`src/rtl/shift_sequencer.sv`:
```
// Multi-cycle operand-2 shifter for the execute stage. It applies the shift at
// up to STEP bit positions per clock and holds busy until the result is ready.
module shift_sequencer #(
    parameter int STEP = 1
) (
    input  logic        clk,
    input  logic        rst,
    input  logic        start,
    input  logic        imm,
    input  logic        MEM_write_or_read_en,
    input  logic [11:0] shift_operand,
    input  logic [31:0] rm,
    output logic [31:0] val_2,
    output logic        busy,
    output logic        done
);
    typedef enum logic [1:0] {
        ST_IDLE  = 2'd0,
        ST_SHIFT = 2'd1,
        ST_DONE  = 2'd2
    } state_t;

    typedef enum logic [1:0] {
        SH_LSL = 2'd0,
        SH_LSR = 2'd1,
        SH_ASR = 2'd2,
        SH_ROR = 2'd3
    } shift_t;

    localparam logic [5:0] STEP_W = 6'(STEP);

    state_t      state_r, state_next_s;
    shift_t      type_r, type_next_s;
    logic [31:0] acc_r, acc_next_s, stepped_s;
    logic [4:0]  cnt_r, cnt_next_s, k_s;
    logic        busy_r, done_r;

    // Step size for this cycle: never more than the distance still to go.
    always_comb begin
        if ({1'b0, cnt_r} < STEP_W) begin
            k_s = cnt_r;
        end else begin
            k_s = STEP_W[4:0];
        end
    end

    // One narrow shift step; a zero step leaves the accumulator untouched for every type.
    always_comb begin
        case (type_r)
            SH_LSL:  stepped_s = acc_r << k_s;
            SH_LSR:  stepped_s = acc_r >> k_s;
            SH_ASR:  stepped_s = $unsigned($signed(acc_r) >>> k_s);
            SH_ROR:  stepped_s = (acc_r >> k_s) | (acc_r << (6'd32 - {1'b0, k_s}));
            default: stepped_s = acc_r;
        endcase
    end

    // Next-state and datapath update: capture in IDLE, step in SHIFT.
    always_comb begin
        state_next_s = state_r;
        acc_next_s   = acc_r;
        cnt_next_s   = cnt_r;
        type_next_s  = type_r;
        case (state_r)
            ST_IDLE: begin
                if (start) begin
                    if (MEM_write_or_read_en) begin
                        acc_next_s  = {20'd0, shift_operand};
                        cnt_next_s  = 5'd0;
                        type_next_s = SH_LSL;
                    end else if (imm) begin
                        acc_next_s  = {24'd0, shift_operand[7:0]};
                        cnt_next_s  = {shift_operand[11:8], 1'b0};
                        type_next_s = SH_ROR;
                    end else begin
                        acc_next_s  = rm;
                        cnt_next_s  = shift_operand[11:7];
                        type_next_s = shift_t'(shift_operand[6:5]);
                    end
                    state_next_s = (cnt_next_s != 5'd0) ? ST_SHIFT : ST_DONE;
                end else begin
                    state_next_s = ST_IDLE;
                end
            end
            ST_SHIFT: begin
                acc_next_s = stepped_s;
                cnt_next_s = cnt_r - k_s;
                if (cnt_next_s == 5'd0) begin
                    state_next_s = ST_DONE;
                end else begin
                    state_next_s = ST_SHIFT;
                end
            end
            ST_DONE: begin
                state_next_s = ST_IDLE;
            end
            default: begin
                state_next_s = ST_IDLE;
            end
        endcase
    end

    // FSM state register.
    always_ff @(posedge clk) begin
        if (rst) begin
            state_r <= ST_IDLE;
        end else begin
            state_r <= state_next_s;
        end
    end

    // Datapath and status registers; busy/done are registered from the next state.
    always_ff @(posedge clk) begin
        if (rst) begin
            acc_r  <= 32'd0;
            cnt_r  <= 5'd0;
            type_r <= SH_LSL;
            busy_r <= 1'b0;
            done_r <= 1'b0;
        end else begin
            acc_r  <= acc_next_s;
            cnt_r  <= cnt_next_s;
            type_r <= type_next_s;
            busy_r <= (state_next_s != ST_IDLE);
            done_r <= (state_next_s == ST_DONE);
        end
    end

    assign val_2 = acc_r;
    assign busy  = busy_r;
    assign done  = done_r;

endmodule

```
`config.mk`:
```
export PLATFORM = sky130hd
export DESIGN_NAME = shift_sequencer
export DESIGN_NICKNAME = d
export VERILOG_FILES = /design/src/rtl/shift_sequencer.sv
export SDC_FILE = /design/constraint.sdc
export NUM_CORES = 1
export LEC_CHECK = 0
export CAP_MARGIN = 5
export CORE_MARGIN = 4
export CORE_UTILIZATION = 54
export DETAILED_ROUTE_END_ITERATION = 7
export PLACE_DENSITY = 0.92
export REMOVE_ABC_BUFFERS = 1
export SKIP_LAST_GASP = 1
export SYNTH_ARGS = -nofsm -noshare
export SYNTH_HDL_FRONTEND = slang
export SYNTH_SLANG_ARGS = --single-unit
export TNS_END_PERCENT = 50
```
`constraint.sdc`:
```
create_clock -name clk -period 5.85 [get_ports clk]
set_clock_uncertainty 0.2 [all_clocks]
set_input_delay 1.17 -clock clk [delete_from_list [all_inputs] [get_ports clk]]
set_output_delay 1.17 -clock clk [all_outputs]
set_load 0.01 [all_outputs]
```
==> metrics.md <==
| Metric | Value |
|---|---|
| Status | complete, no violations |
| Reg clk slew, reported paths | roughly 0.09 ns |
| Setup CP Type | register to register |
| IO Count | slightly above 80 |
| H-tree depth | 2 |
| Slowest stage delay, CP | approximately 0.9 ns |
| Synth top area share | 25.6% |
| Worst R2R End | val_2[9]$_SDFFE_PP0P_ |
| P&R area growth vs syn | 27.3% |
| Final Hold Fails | 0 |
| Fin util | between 70% and 80% |
| Root buf cell | clkbuf_8 |
| Initial antenna violation count | 0 |
| Layout cells sized above 1 | under 10% |
| CP delay by family, top | adder cells |
| Routed Antenna Nets | 0 |
| Worst setup EP type | register |
| Commonest non-fill, non-tap cell in the layout | clkdlybuf4s50_1 |
| Final worst slack | 1.39 ns |
| Core area | around 0.006 mm² |
| Worst Reg-to-Reg Cells | 9 |
| # diodes | 0 |
| Critical-path maximum fanout | 39 |
| Dominant synthesized flop cell | dfxtp_1 |
| Count of cell types in the netlist | between 60 and 70 |
| Global-route wire length before repair | 19.6 mm |
| Most frequent cells in the layout | clkdlybuf4s50_1, nand2_1, dfxtp_1 |
| Grt met3 use | 4.26% |
| Reg2reg start | cnt_r[0]$_SDFFE_PP0P_ |
| CP Launch Type | register |
| Worst Tran Pin Value | 0.987 ns |
| Post-layout nets | 573 |
| Slowest cell on the critical path | ha_1 |
| Register area share after synthesis | about 26% |
| GRT overflow | 0 |
| # setup viols final | 0 |
| Max clock buf depth | 2 |
| Post-synth EDFFs | 0 |
| Clock sinks | 43 |
| Max Clock Freq | between 200 and 250 MHz |
| Worst path bufs/invs | 3 |
| Largest net degree at the start of global routing | 46 |
| Final HPWL DP | approximately 8.3 mm |
| Worst ir drop on vdd | between 150 and 200 µV |
| Iter 0 DRT Violations | 329 |
| Synth Cell Area | approximately 0.0034 mm² |
| Worst hold endpoint | type_r[0]$_SDFFE_PP0P_ |
| Ys async rst share | 0% |
| Static leakage | 1.45 nW |
| Place WS | 1.44 ns |
| IO buf count | a little over 80 |
| Max Cap Viol | 0 |
| Min-delay src | type_r[0]$_SDFFE_PP0P_ |
| Arrival @ worst endpoint | around 4.4 ns |
| Ys Warns | 0 |
| Number of post-CTS setup repair buffers | 0 |
| Routed wire length | ~12 mm |
| GRT Total Usage | 32.5% |
| Hold path depth | 2 |
| Post-Syn Instances | roughly 470 |
| Yosys reg bits | 43 |
| 1st-pass router iterations | 5 |
| Critical Path RT | just under 6 ns |
| CTS Buf Count | 5 |
| M2 GR Usage | a little over half |
| Crit share post-route | between 70 and 80% |
| Post-route setup TNS | 0 ns |
| Core Rows | 28 |
| Leading area contributor after synthesis | dfxtp_1 |
| Cts hold-fix bufs | 0 |
| Wire per inst | between 20 and 25 µm |
| Synth area leaders | dfxtp_1, nand2_1, a21oi_1 |
| Drt drc | 0 |
| Met1 usage | a little over two fifths |
| CP startpoint | cnt_r[0]$_SDFFE_PP0P_ |
| CTS tree | yes |
| Clk_lat worst skew | approximately 0.3 ns |
| DR vias | approximately 4,000 |
| CP Depth | 9 |
| Worst path cell trace | inv_2 > nand2_2 > inv_2 > ha_1 > inv_1 > a31oi_1 > nor2_1 > a2111oi_0 > nor4_1 |
| Die width | a little under 90 µm |
| Vias in the first global route | 3,900 |
| Post-layout min period | ~4.5 ns |
| Drt via density | 6.81 |
| Hold Crit Class | register to register |
| RSZ-0062 raised after global routing | false |
| Pwr Density | ~270 mW/mm² |
| Syn avg cell area | a little over 7 µm² |
| Slew Viols, Final | 0 |
| Die height | roughly 87 µm |
| Final GP Congestion | approximately 0.9 |
| Total die area | between 0.007 and 0.008 mm² |
| Starting density of the core | roughly 56% |
| Reg-to-reg setup timing slack | about 1.4 ns |
| Post_cts resized | 0 |
| Relative slew slack | 33.9% |
| CP dominant cell by count | inv_2 |
| Busiest layer in global routing | met2 |
## layout make-up
class	count	area, µm²
sequential	43	861
fill	493	1700
multi-input combinational	373	2300
inverter	7	26.3
tap	75	93.8
clock buffer	6	82.6
timing repair buffer	91	888
clock inverter	2	35.0
## worst reg2reg max path, stage by stage, from the launching register on
cell and delay, ns:
dfxtp_1 0.88, inv_2 0.25, nand2_2 0.66, inv_2 0.08
ha_1 0.92, inv_1 0.43, a31oi_1 0.28, nor2_1 0.05
a2111oi_0 0.46, nor4_1 0.11
## per-stage QoR
| stage | power, mW | hold slack [ns] | cells | cell area [µm²] |
|---|---|---|---|---|
| after floorplan | 0.682 | 0.275 | 423 | 3180 |
| after global placement | 0.876 | 0.323 | 589 | 4170 |
| after detailed placement | 0.887 | 0.330 | 589 | 4170 |
| after CTS | 1.13 | 0.342 | 597 | 4290 |
| after global routing | 1.21 | 0.383 | 597 | 4290 |
| final | 1.14 | 0.353 | 597 | 4290 |
## worst max-delay path by stage
stage and to:
3_3_place_gp val_2[9]$_SDFFE_PP0P_, 5_1_grt val_2[9]$_SDFFE_PP0P_, 2_1_floorplan val_2[17]$_SDFFE_PP0P_, 3_5_place_dp val_2[9]$_SDFFE_PP0P_, 4_1_cts val_2[9]$_SDFFE_PP0P_, 6_report val_2[9]$_SDFFE_PP0P_
## flip-flops by register name, summed over array words and instances (netlist names)
signal,flops
val_2,32
cnt_r,5
done,1
type_r,2
busy,1
state_r,2
## cell usage after synthesis (8+ instances only)
library cell  count
a31oi_1          20
o211ai_1         16
nor3_1           13
nand3_1          17
o21ai_1          15
a211oi_1         10
a21oi_1          39
dfxtp_1          43
a32oi_1           9
nor2_1           40
nand2_1          72
clkbuf_1         35
mux2i_1          17
a22oi_1           8
## power breakdown
part	switching [mW]	leakage (nW)	internal, mW
Sequential	0.0667	0.353	0.322
Clock	0.110	0.0612	0.138
Combinational	0.284	1.04	0.219
## layer usage
layer | share of wire [%] | up-vias
met2 | 48 | 221
met1 | 42 | 1954
met3 | 7.8 | 24
met4 | 2.0 | 0
met5 | 0 | -
li1 | - | 1868
## kinds of logic (layout without fill, tap and decap cells)
kind of cell / after synthesis / after routing / share of synthesized area [%]
other: 1 / 1 / 0.111
flip-flops: 43 / 43 / 25.6
XOR/XNOR: 1 / 1 / 0.260
buffers and inverters: 52 / 106 / 6.24
adder cells (fa/ha/maj): 3 / 3 / 1.11
AND/OR/NAND/NOR: 180 / 180 / 25.2
AO/OA/AOI/OAI: 165 / 165 / 33.5
multiplexers: 23 / 23 / 8.06
(Power assumes the default switching activity.)
